==> config.mk <==
export PLATFORM = sky130hd
export DESIGN_NAME = punc_control_fsm
export DESIGN_NICKNAME = d
export VERILOG_FILES = /design/src/rtl/punc_control_fsm_pkg.sv /design/src/rtl/punc_control_fsm_decode.sv /design/src/rtl/punc_control_fsm.sv
export SDC_FILE = /design/constraint.sdc
export NUM_CORES = 1
export LEC_CHECK = 0
export ABC_AREA = 1
export BUFFER_PORTS_ARGS = -buffer_cell sky130_fd_sc_hd__buf_2
export CAP_MARGIN = 20
export CORE_MARGIN = 5
export CORE_UTILIZATION = 45
export CTS_BUF_LIST = sky130_fd_sc_hd__clkbuf_8
export CTS_CLUSTER_DIAMETER = 30
export DETAILED_ROUTE_END_ITERATION = 7
export PLACE_DENSITY = 0.83
export REMOVE_ABC_BUFFERS = 1
export SLEW_MARGIN = 20
export SYNTH_ARGS = -nofsm -noshare
export SYNTH_HDL_FRONTEND = slang
export SYNTH_SLANG_ARGS = --single-unit
==> constraint.sdc <==
create_clock -name clk -period 1.55 [get_ports clk]
set_input_delay 0.31 -clock clk [delete_from_list [all_inputs] [get_ports clk]]
set_output_delay 0.31 -clock clk [all_outputs]
set_load 0.01 [all_outputs]
==> src/rtl/punc_control_fsm_pkg.sv <==
// Shared PUnC control/datapath definitions: states, opcodes, select encodings
// and the packed control word driven to the datapath.
package punc_control_fsm_pkg;

  localparam int unsigned W_IR      = 16;
  localparam int unsigned W_OPCODE  = 4;
  localparam int unsigned W_NZP     = 3;
  localparam int unsigned W_SET_PC  = 3;
  localparam int unsigned W_ALU     = 3;
  localparam int unsigned W_MEM_R   = 3;
  localparam int unsigned W_MEM_W   = 2;
  localparam int unsigned W_MEM_WD  = 1;
  localparam int unsigned W_RF_SEL  = 2;

  typedef enum logic [2:0] {
    ST_FETCH    = 3'd0,
    ST_DECODE   = 3'd1,
    ST_EXECUTE  = 3'd2,
    ST_EXECUTE2 = 3'd3,
    ST_HALT     = 3'd4
  } state_t;

  localparam logic [W_OPCODE-1:0] OP_BR   = 4'b0000;
  localparam logic [W_OPCODE-1:0] OP_ADD  = 4'b0001;
  localparam logic [W_OPCODE-1:0] OP_LD   = 4'b0010;
  localparam logic [W_OPCODE-1:0] OP_ST   = 4'b0011;
  localparam logic [W_OPCODE-1:0] OP_JSR  = 4'b0100;
  localparam logic [W_OPCODE-1:0] OP_AND  = 4'b0101;
  localparam logic [W_OPCODE-1:0] OP_LDR  = 4'b0110;
  localparam logic [W_OPCODE-1:0] OP_STR  = 4'b0111;
  localparam logic [W_OPCODE-1:0] OP_RTI  = 4'b1000;
  localparam logic [W_OPCODE-1:0] OP_NOT  = 4'b1001;
  localparam logic [W_OPCODE-1:0] OP_LDI  = 4'b1010;
  localparam logic [W_OPCODE-1:0] OP_STI  = 4'b1011;
  localparam logic [W_OPCODE-1:0] OP_JMP  = 4'b1100;
  localparam logic [W_OPCODE-1:0] OP_RSV  = 4'b1101;
  localparam logic [W_OPCODE-1:0] OP_LEA  = 4'b1110;
  localparam logic [W_OPCODE-1:0] OP_TRAP = 4'b1111;

  localparam logic [W_SET_PC-1:0] PC_HOLD      = 3'd0;
  localparam logic [W_SET_PC-1:0] PC_OFFSET9   = 3'd1;
  localparam logic [W_SET_PC-1:0] PC_OFFSET11  = 3'd2;
  localparam logic [W_SET_PC-1:0] PC_RF_R_DATA = 3'd3;

  localparam logic [W_MEM_R-1:0] MEM_R_ADDR_NONE    = 3'd0;
  localparam logic [W_MEM_R-1:0] MEM_R_ADDR_SEL_PC  = 3'd1;
  localparam logic [W_MEM_R-1:0] MEM_R_ADDR_SEL_MEM = 3'd2;
  localparam logic [W_MEM_R-1:0] MEM_R_ADDR_SEL_RF  = 3'd3;
  localparam logic [W_MEM_R-1:0] MEM_R_ADDR_FETCH   = 3'd4;

  localparam logic [W_ALU-1:0] ALU_NONE = 3'd0;
  localparam logic [W_ALU-1:0] ALU_ADD1 = 3'd1;
  localparam logic [W_ALU-1:0] ALU_ADD2 = 3'd2;
  localparam logic [W_ALU-1:0] ALU_AND1 = 3'd3;
  localparam logic [W_ALU-1:0] ALU_AND2 = 3'd4;
  localparam logic [W_ALU-1:0] ALU_PC   = 3'd5;
  localparam logic [W_ALU-1:0] ALU_NOT  = 3'd6;

  localparam logic [W_MEM_W-1:0] MEM_W_ADDR_NONE    = 2'd0;
  localparam logic [W_MEM_W-1:0] MEM_W_ADDR_SEL_PC  = 2'd1;
  localparam logic [W_MEM_W-1:0] MEM_W_ADDR_SEL_MEM = 2'd2;
  localparam logic [W_MEM_W-1:0] MEM_W_ADDR_SEL_RF  = 2'd3;

  localparam logic [W_MEM_WD-1:0] MEM_W_DATA_NONE = 1'b0;
  localparam logic [W_MEM_WD-1:0] MEM_W_DATA_RF   = 1'b1;

  localparam logic [W_RF_SEL-1:0] RF_R0_NONE    = 2'd0;
  localparam logic [W_RF_SEL-1:0] RF_R0_SEL_86  = 2'd1;
  localparam logic [W_RF_SEL-1:0] RF_R0_SEL_119 = 2'd2;

  localparam logic [W_RF_SEL-1:0] RF_R1_NONE    = 2'd0;
  localparam logic [W_RF_SEL-1:0] RF_R1_SEL_20  = 2'd1;
  localparam logic [W_RF_SEL-1:0] RF_R1_SEL_86  = 2'd2;

  localparam logic [W_RF_SEL-1:0] RF_W_ADDR_NONE    = 2'd0;
  localparam logic [W_RF_SEL-1:0] RF_W_ADDR_SEL_119 = 2'd1;
  localparam logic [W_RF_SEL-1:0] RF_W_ADDR_SEL_7   = 2'd2;

  localparam logic [W_RF_SEL-1:0] RF_W_DATA_NONE = 2'd0;
  localparam logic [W_RF_SEL-1:0] RF_W_DATA_ALU  = 2'd1;
  localparam logic [W_RF_SEL-1:0] RF_W_DATA_MEM  = 2'd2;
  localparam logic [W_RF_SEL-1:0] RF_W_DATA_PC   = 2'd3;

  localparam logic [W_NZP-1:0] COND_NEG  = 3'b100;
  localparam logic [W_NZP-1:0] COND_ZERO = 3'b010;
  localparam logic [W_NZP-1:0] COND_POS  = 3'b001;

  typedef struct packed {
    logic                load_ir;
    logic                inc_pc;
    logic [W_SET_PC-1:0] set_pc;
    logic [W_ALU-1:0]    alu_select;
    logic                mem_w_en;
    logic [W_MEM_R-1:0]  set_mem_r_addr;
    logic [W_MEM_W-1:0]  set_mem_w_addr;
    logic [W_MEM_WD-1:0] set_mem_w_data;
    logic                rf_w_en;
    logic [W_RF_SEL-1:0] set_rf_r_addr0;
    logic [W_RF_SEL-1:0] set_rf_r_addr1;
    logic [W_RF_SEL-1:0] set_rf_w_addr;
    logic [W_RF_SEL-1:0] set_rf_w_data;
    logic                nzp_we;
  } ctrl_t;

endpackage

==> src/rtl/punc_control_fsm_decode.sv <==
// Combinational opcode-to-control-word decoder for the EXECUTE/EXECUTE2 phases.
module punc_decode
  import punc_control_fsm_pkg::*;
(
  input  logic [W_IR-1:0]  ir,
  input  logic [W_NZP-1:0] nzp,
  input  logic             exec2,
  output ctrl_t            ctrl
);

  logic [W_OPCODE-1:0] opcode;
  logic                unused_ir_bits;

  assign opcode         = ir[15:12];
  assign unused_ir_bits = ^{ir[8:6], ir[4:0]};

  always_comb begin
    ctrl = '0;
    case (opcode)
      OP_ADD, OP_AND: begin
        ctrl.set_rf_r_addr0 = RF_R0_SEL_86;
        ctrl.set_rf_w_addr  = RF_W_ADDR_SEL_119;
        ctrl.set_rf_w_data  = RF_W_DATA_ALU;
        ctrl.rf_w_en        = 1'b1;
        ctrl.nzp_we         = 1'b1;
        if (ir[5]) begin
          ctrl.alu_select = (opcode == OP_ADD) ? ALU_ADD2 : ALU_AND2;
        end else begin
          ctrl.alu_select     = (opcode == OP_ADD) ? ALU_ADD1 : ALU_AND1;
          ctrl.set_rf_r_addr1 = RF_R1_SEL_20;
        end
      end
      OP_NOT: begin
        ctrl.set_rf_r_addr0 = RF_R0_SEL_86;
        ctrl.set_rf_w_addr  = RF_W_ADDR_SEL_119;
        ctrl.set_rf_w_data  = RF_W_DATA_ALU;
        ctrl.alu_select     = ALU_NOT;
        ctrl.rf_w_en        = 1'b1;
        ctrl.nzp_we         = 1'b1;
      end
      OP_LEA: begin
        ctrl.alu_select    = ALU_PC;
        ctrl.set_rf_w_data = RF_W_DATA_ALU;
        ctrl.set_rf_w_addr = RF_W_ADDR_SEL_119;
        ctrl.rf_w_en       = 1'b1;
        ctrl.nzp_we        = 1'b1;
      end
      OP_LD, OP_LDR: begin
        ctrl.set_mem_r_addr = (opcode == OP_LD) ? MEM_R_ADDR_SEL_PC : MEM_R_ADDR_SEL_RF;
        if (opcode == OP_LDR) ctrl.set_rf_r_addr0 = RF_R0_SEL_86;
        ctrl.set_rf_w_data  = RF_W_DATA_MEM;
        ctrl.set_rf_w_addr  = RF_W_ADDR_SEL_119;
        ctrl.rf_w_en        = 1'b1;
        ctrl.nzp_we         = 1'b1;
      end
      // Indirect load: first phase fetches the pointer, second reads through it.
      OP_LDI: begin
        if (!exec2) begin
          ctrl.set_mem_r_addr = MEM_R_ADDR_SEL_PC;
        end else begin
          ctrl.set_mem_r_addr = MEM_R_ADDR_SEL_MEM;
          ctrl.set_rf_w_data  = RF_W_DATA_MEM;
          ctrl.set_rf_w_addr  = RF_W_ADDR_SEL_119;
          ctrl.rf_w_en        = 1'b1;
          ctrl.nzp_we         = 1'b1;
        end
      end
      OP_ST: begin
        ctrl.set_rf_r_addr0 = RF_R0_SEL_119;
        ctrl.set_mem_w_addr = MEM_W_ADDR_SEL_PC;
        ctrl.mem_w_en       = 1'b1;
      end
      OP_STR: begin
        ctrl.set_rf_r_addr0 = RF_R0_SEL_119;
        ctrl.set_rf_r_addr1 = RF_R1_SEL_86;
        ctrl.set_mem_w_addr = MEM_W_ADDR_SEL_RF;
        ctrl.mem_w_en       = 1'b1;
      end
      OP_STI: begin
        ctrl.set_mem_r_addr = MEM_R_ADDR_SEL_PC;
        if (exec2) begin
          ctrl.set_rf_r_addr0 = RF_R0_SEL_119;
          ctrl.set_mem_w_addr = MEM_W_ADDR_SEL_MEM;
          ctrl.mem_w_en       = 1'b1;
        end
      end
      // R7 link write and PC jump commit together, both from pre-jump values.
      OP_JSR: begin
        ctrl.set_rf_w_addr = RF_W_ADDR_SEL_7;
        ctrl.set_rf_w_data = RF_W_DATA_PC;
        ctrl.rf_w_en       = 1'b1;
        if (ir[11]) begin
          ctrl.set_pc = PC_OFFSET11;
        end else begin
          ctrl.set_rf_r_addr0 = RF_R0_SEL_86;
          ctrl.set_pc         = PC_RF_R_DATA;
        end
      end
      OP_JMP: begin
        ctrl.set_rf_r_addr0 = RF_R0_SEL_86;
        ctrl.set_pc         = PC_RF_R_DATA;
      end
      OP_BR: begin
        if ((ir[11:9] & nzp) != 3'b000) ctrl.set_pc = PC_OFFSET9;
      end
      default: ctrl = '0;
    endcase
  end

endmodule

==> src/rtl/punc_control_fsm.sv <==
// PUnC LC3 control unit: FETCH/DECODE/EXECUTE sequencer and NZP register.
// Build option PUNC_ILLEGAL_OP_HALT_EN sends RTI/reserved opcodes to HALT.
module punc_control_fsm
  import punc_control_fsm_pkg::*;
#(
  parameter logic [W_NZP-1:0]    RESET_NZP   = 3'b010,
  parameter logic [W_OPCODE-1:0] HALT_OPCODE = 4'hF
) (
  input  logic                clk,
  input  logic                rst,
  input  logic [W_IR-1:0]     ir,
  input  logic [W_NZP-1:0]    cond_code,
  output logic                load_ir,
  output logic                inc_pc,
  output logic [W_SET_PC-1:0] set_pc,
  output logic [W_ALU-1:0]    alu_select,
  output logic                mem_w_en,
  output logic [W_MEM_R-1:0]  set_mem_r_addr,
  output logic [W_MEM_W-1:0]  set_mem_w_addr,
  output logic [W_MEM_WD-1:0] set_mem_w_data,
  output logic                rf_w_en,
  output logic [W_RF_SEL-1:0] set_rf_r_addr0,
  output logic [W_RF_SEL-1:0] set_rf_r_addr1,
  output logic [W_RF_SEL-1:0] set_rf_w_addr,
  output logic [W_RF_SEL-1:0] set_rf_w_data,
  output logic [W_NZP-1:0]    nzp,
  output logic                halted
);

  state_t              state_q, state_d;
  logic [W_NZP-1:0]    nzp_q;
  logic [W_OPCODE-1:0] opcode;
  logic                halt_op;
  logic                two_phase_op;
  ctrl_t               dec_ctrl;
  ctrl_t               ctrl;

  assign opcode       = ir[15:12];
  assign two_phase_op = (opcode == OP_LDI) || (opcode == OP_STI);
`ifdef PUNC_ILLEGAL_OP_HALT_EN
  assign halt_op = (opcode == HALT_OPCODE) || (opcode == OP_RTI) || (opcode == OP_RSV);
`else
  assign halt_op = (opcode == HALT_OPCODE);
`endif

  punc_decode u_decode (
    .ir    (ir),
    .nzp   (nzp_q),
    .exec2 (state_q == ST_EXECUTE2),
    .ctrl  (dec_ctrl)
  );

  always_ff @(posedge clk) begin
    if (rst) begin
      state_q <= ST_FETCH;
      nzp_q   <= RESET_NZP;
    end else begin
      state_q <= state_d;
      if (ctrl.nzp_we) nzp_q <= cond_code;
    end
  end

  always_comb begin
    state_d = state_q;
    case (state_q)
      ST_FETCH:    state_d = ST_DECODE;
      ST_DECODE:   state_d = halt_op ? ST_HALT : ST_EXECUTE;
      ST_EXECUTE:  state_d = two_phase_op ? ST_EXECUTE2 : ST_FETCH;
      ST_EXECUTE2: state_d = ST_FETCH;
      ST_HALT:     state_d = ST_HALT;
      default:     state_d = ST_FETCH;
    endcase
  end

  // Reset forces every strobe idle in the same cycle, even mid-instruction.
  always_comb begin
    ctrl = '0;
    case (state_q)
      ST_FETCH: begin
        ctrl.load_ir        = 1'b1;
        ctrl.set_mem_r_addr = MEM_R_ADDR_FETCH;
      end
      ST_DECODE:               ctrl.inc_pc = 1'b1;
      ST_EXECUTE, ST_EXECUTE2: ctrl = dec_ctrl;
      default:                 ctrl = '0;
    endcase
    if (rst) ctrl = '0;
  end

  assign load_ir        = ctrl.load_ir;
  assign inc_pc         = ctrl.inc_pc;
  assign set_pc         = ctrl.set_pc;
  assign alu_select     = ctrl.alu_select;
  assign mem_w_en       = ctrl.mem_w_en;
  assign set_mem_r_addr = ctrl.set_mem_r_addr;
  assign set_mem_w_addr = ctrl.set_mem_w_addr;
  assign set_mem_w_data = ctrl.set_mem_w_data;
  assign rf_w_en        = ctrl.rf_w_en;
  assign set_rf_r_addr0 = ctrl.set_rf_r_addr0;
  assign set_rf_r_addr1 = ctrl.set_rf_r_addr1;
  assign set_rf_w_addr  = ctrl.set_rf_w_addr;
  assign set_rf_w_data  = ctrl.set_rf_w_data;
  assign nzp            = nzp_q;
  assign halted         = (state_q == ST_HALT) && !rst;

endmodule

# Yosys cells after proc, flatten, opt, wreduce, memory -nomap -nowiden
# Index checks and enable logic that the tools add are counted.
# word_totals
out_inout_bits	28
regBits	6
elab_cells	66
# classes
bitwise	1
muxes	32
eq_ne	17
reduce_logical	14
# op_table
operator	n
$mux W25	1
$eq A4 B4 Y1 const B	6
$pmux W3 S3	2
$eq A4 B3 Y1 const B	4
$pmux W4 S4	1
$mux W13	1
$pmux W2 S3	2
$pmux W3 S4	1
$mux W2	5
$pmux W2 S5	1
$mux W3	3
$eq A4 B2 Y1 const B	2
$mux W1	8
$reduce_or A2 Y1	4
$reduce_or A4 Y1	2
$mux W7	1
$reduce_or A7 Y1	1
$eq A3 B2 Y1 const B	2
$pmux W1 S2	3
$pmux W3 S2	1
$reduce_or A6 Y1	1
$eq A4 B1 Y1 const B	1
$logic_not A4 Y1	1
$mux W4	1
other kinds (9)	9

# Depth between registers and ports, before layout
# logic_depth
ltp_word	6
ltp_mapped	10
ltp_nobuf	10

# Hierarchy
# From an unflattened synthesis, not the netlist that was laid out.
# hier_totals
hier_cells	189
hier_area_um2	997.2
# by_module_without_submodules
module	area_each_um2	instances	seq_area_each_um2	cells_each
punc_control_fsm	645.6	1	120.1	116
punc_decode	351.6	1	0.0	73

# Worst setup path before layout
# Ideal clock, no wire load.
# synth_path
path_kind	in2out
start	input ir[12]
end	output alu_select[1]
t_required_ps	1240
n_path_buf	1
slack_ps	147
path_stages	7
t_arrival_ps	1093
cell_sequence	inv_2 -> nor2_1 -> nand2_1 -> ha_1 -> o21ai_0 -> nor2_1 -> buf_4
# synth_lines
element	line	source
start: declaration	punc_control_fsm.sv:11	input logic [W_IR-1:0] ir,
end: declaration	punc_control_fsm.sv:16	output logic [W_ALU-1:0] alu_select,

# Worst setup path after layout
# layout_path
start	register state_q[2]
end	output rf_w_en
# layout_via
elab_chain_len	5
elab_cells_between_ends	7
cone_classes	eq/ne: 2; mux: 4; reduce/logical: 1
# layout_lines
element	line	source
start: declaration	punc_control_fsm.sv:30	state_t state_q, state_d;
start signal: assignment	punc_control_fsm.sv:58	state_q <= state_d;
$eq A3 B2 Y1	punc_control_fsm.sv:49, punc_control_fsm.sv:78	
$mux W1	punc_control_fsm_decode.sv:58	if (!exec2) begin
$pmux W1 S2	punc_control_fsm_decode.sv:19	case (opcode)
$mux W13 (*)	punc_control_fsm.sv:78	case (state_q)
$mux W25 (*)	punc_control_fsm.sv:87	if (rst) ctrl = '0;
end: declaration	punc_control_fsm.sv:21	output logic rf_w_en,
# Every way passes the cells marked *; elsewhere a longest branch is shown, timed or not.

==> summary.txt <==
Die
  – Core Region: 1750 um^2
  – Die X: 53.0 um
  – Initial core utilization: 0.477
  – Height of the chip: 53.0 um
  – Std cell rows: 15
  – I/O pins: 49
  – Full die area: 2810 um^2

Logic synthesis
  – Ys Warns: 0
  – Ranking of synthesized cells by area: buf_4 (18%), dfxtp_1 (14%), nand2_1 (14%)
  – #FFs+latches synth: 6
  – Syn avg cell area: 5.63 um^2
  – Top post-synthesis cells by count: nand2_1 (32), nor2_1 (22), buf_4 (20), inv_1 (19), a21oi_1 (10)
  – Synth top area share: 0.180
  – Post-synth ARST share: 0
  – Most common cell in the synthesized netlist: nand2_1
  – Ys flop type: dfxtp_1
  – Post-synth EDFFs: 0
  – Distinct cell type count after synthesis: 22
  – Post-Synthesis Cell Area: 833 um^2
  – Post-Synthesis Cells: 148
  – Most area-hungry cell type in the Yosys netlist: buf_4
  – Sequential-to-total area share from yosys stat: 0.144

Pwr
  – Worst vdd ir: 0.608 mV
  – Leakage power: 0.662 nW
  – PwrDens: 536 nW/um^2
  – Total power: 0.606 mW

Timing
  – Pins Over Slew Limit: 0
  – Post-route setup slack: -49.0 ps
  – Setup violations, final: 5
  – Worst Skew: 2.22 ps
  – Final Hold Viols: 0
  – Highest clock rate: 625 MHz
  – Post-route minimum period: 1600 ps
  – Final period utilization: 1.03
  – Setup repair after global routing missed its margin: yes

Global routing
  – Met2 Track Usage GR: 0.281
  – GRT Resource Usage Total: 0.156
  – Met3 usage: 0.0451
  – GR met1 Demand/Resource: 0.182
  – GRT overflow: 0
  – Global-route wire length before repair: 3.33 mm
  – Largest net degree at the start of global routing: 11
  – Vias in the first global route: 856
  – Antenna violations before repair: 0
  – GRT busiest layer: met2

Worst setup path
  – R2R Setup Slk: 380 ps
  – CP max-delay cell: dfxtp_2
  – R2R depth: 8
  – Crit path from: state_q[2]$_SDFF_PP0_
  – Crit Path Class: register to output pin
  – CP peak stage delay: 320 ps
  – Crit path max fanout: 9
  – CP Launch Type: register
  – Worst Setup End Kind: output pin
  – Arrival time of the worst setup path: 1290 ps
  – Worst EP required: 1240 ps
  – Crit-path leading delay family: simple AND/OR/NAND/NOR gates
  – Bufs and invs on worst path: 4
  – Worst path cell trace: inv_4, nand2_4, nor2_4, inv_4, nor2_4, inv_2, nand2_1, buf_2
  – Worst r2r src: state_q[2]$_SDFF_PP0_
  – Critical Path Stages: 8
  – R2R Path End: nzp[2]$_SDFFE_PP0P_

Place
  – Detailed Place HPWL: 1.70 mm
  – Worst slack at placement: -38.0 ps
  – Dpl cells: 201
  – Port bufs: 38
  – Placer Congestion: 0.846

Clock network
  – CTS Buf Count: 3
  – # clock sinks: 6
  – # H-tree levels: 1
  – Clock-pin slew on the worst setup and hold paths: 40 ps
  – Clock Latency Late Sink: 220 ps
  – Root Buffer: clkbuf_8
  – Clock Tree Buf Depth: 2
  – CTS tree: built

Route
  – Vias: 963
  – Wire length per cell: 10.9 um
  – Via-per-instance ratio: 4.65
  – Final ANT Viol Nets: 0
  – DR iter-0 viols: 12
  – DRC: 0
  – Iteration count of the initial detailed-routing pass: 4
  – WL final: 2.25 mm

Final layout
  – Fraction of layout cells with a size suffix above 1: 0.500
  – Register Area: 125 um^2
  – Area occupied by multi-input gates: 546 um^2
  – Ant diodes: 0
  – Area grow syn2layout: 35.6%
  – Fillers: 167
  – Post-Layout Cell Count: 207
  – Total Nets Final: 206

Worst hold path
  – Hold Crit Start: cond_code[1]
  – Hold Crit Class: input pin to register
  – Hold endpoint: nzp[1]$_SDFFE_PP1P_
  – Hold path cells: 3

Status
  – Result of the run: finished with violations
  – Failing checks: setup timing

Run
  – Max-Cap Viols: 0
cell families after synthesis:
logic type               share of synthesized area
buffers and inverters                        0.294
AND/OR/NAND/NOR                              0.446
adder cells (fa/ha/maj)                     0.0150
flip-flops                                   0.144
other                                      0.00450
AO/OA/AOI/OAI                               0.0961
cell usage in the layout, fill, tap and decap left out:
master	n
a22oi_1	1
nand3_2	4
dfxtp_1	4
nor2_2	3
nor2_1	19
inv_2	7
buf_6	1
nand2_1	29
ha_1	1
buf_2	38
nor3_2	1
nor2_4	5
a21oi_2	5
nor4_1	1
buf_4	12
nand3_1	6
nand2_2	5
o211ai_1	1
inv_1	15
conb_1	2
dfxtp_4	1
dfxtp_2	1
clkbuf_8	3
o21ai_0	1
o21ai_1	2
nor3_1	4
inv_4	2
a21oi_1	5
nand2_4	3
layout make-up:
| type | count | share of cell area |
|---|---|---|
| sequential | 6 | 0.111 |
| inverter | 24 | 0.0842 |
| tap | 25 | 0.0277 |
| timing repair buffer | 51 | 0.258 |
| multi-input combinational | 98 | 0.483 |
| clock buffer | 3 | 0.0365 |
power breakdown:
group / switching (mW) / total, mW / internal [mW]
clock network: 0.0639 / 0.230 / 0.167
registers: 0.0104 / 0.175 / 0.164
logic: 0.124 / 0.201 / 0.0770
total: 0.198 / 0.606 / 0.408
worst min-delay path, delay by kind of cell:
family                 cells  cell delay (ps)
AND/OR/NAND/NOR            2              150
buffers and inverters      1               80
registers in the layout, summed over array words and instances (netlist names):
register / flops
state_q: 3
nzp: 3
worst max-delay path by stage:
| stage | to | slack, ps |
|---|---|---|
| finish | rf_w_en | -50 |
| global route | set_pc[0] | -120 |
| CTS | rf_w_en | -30 |
| detailed placement | set_mem_r_addr[1] | -40 |
| global placement | alu_select[1] | -20 |
| floorplan | rf_w_en | 200 |
per-stage QoR:
| stage | hold WS [ps] | util | setup TNS, ps | instance area, um^2 |
|---|---|---|---|---|
| 2_1_floorplan | 382 | - | 0 | 682 |
| 3_3_place_gp | 461 | 0.561 | -22.4 | 978 |
| 3_5_place_dp | 484 | 0.561 | -121 | 978 |
| 4_1_cts | 363 | 0.619 | -107 | 1080 |
| 5_1_grt | 400 | 0.647 | -1490 | 1130 |
| 6_report | 354 | 0.647 | -145 | 1130 |
repair_timing:
item                                    in CTS  in global routing
setup buffers                                2                  1
endpoints found under the setup margin      18                 21
pin swaps                                    3                  1
hold buffers                                 0                  0
gates resized for setup                     17                 12
layer usage:
metal  up-vias  share of wire
met5         -              0
met4         0          0.020
met3         6          0.067
met2        33           0.50
met1       419           0.42
li1        505              -
(Power assumes the default switching activity.)
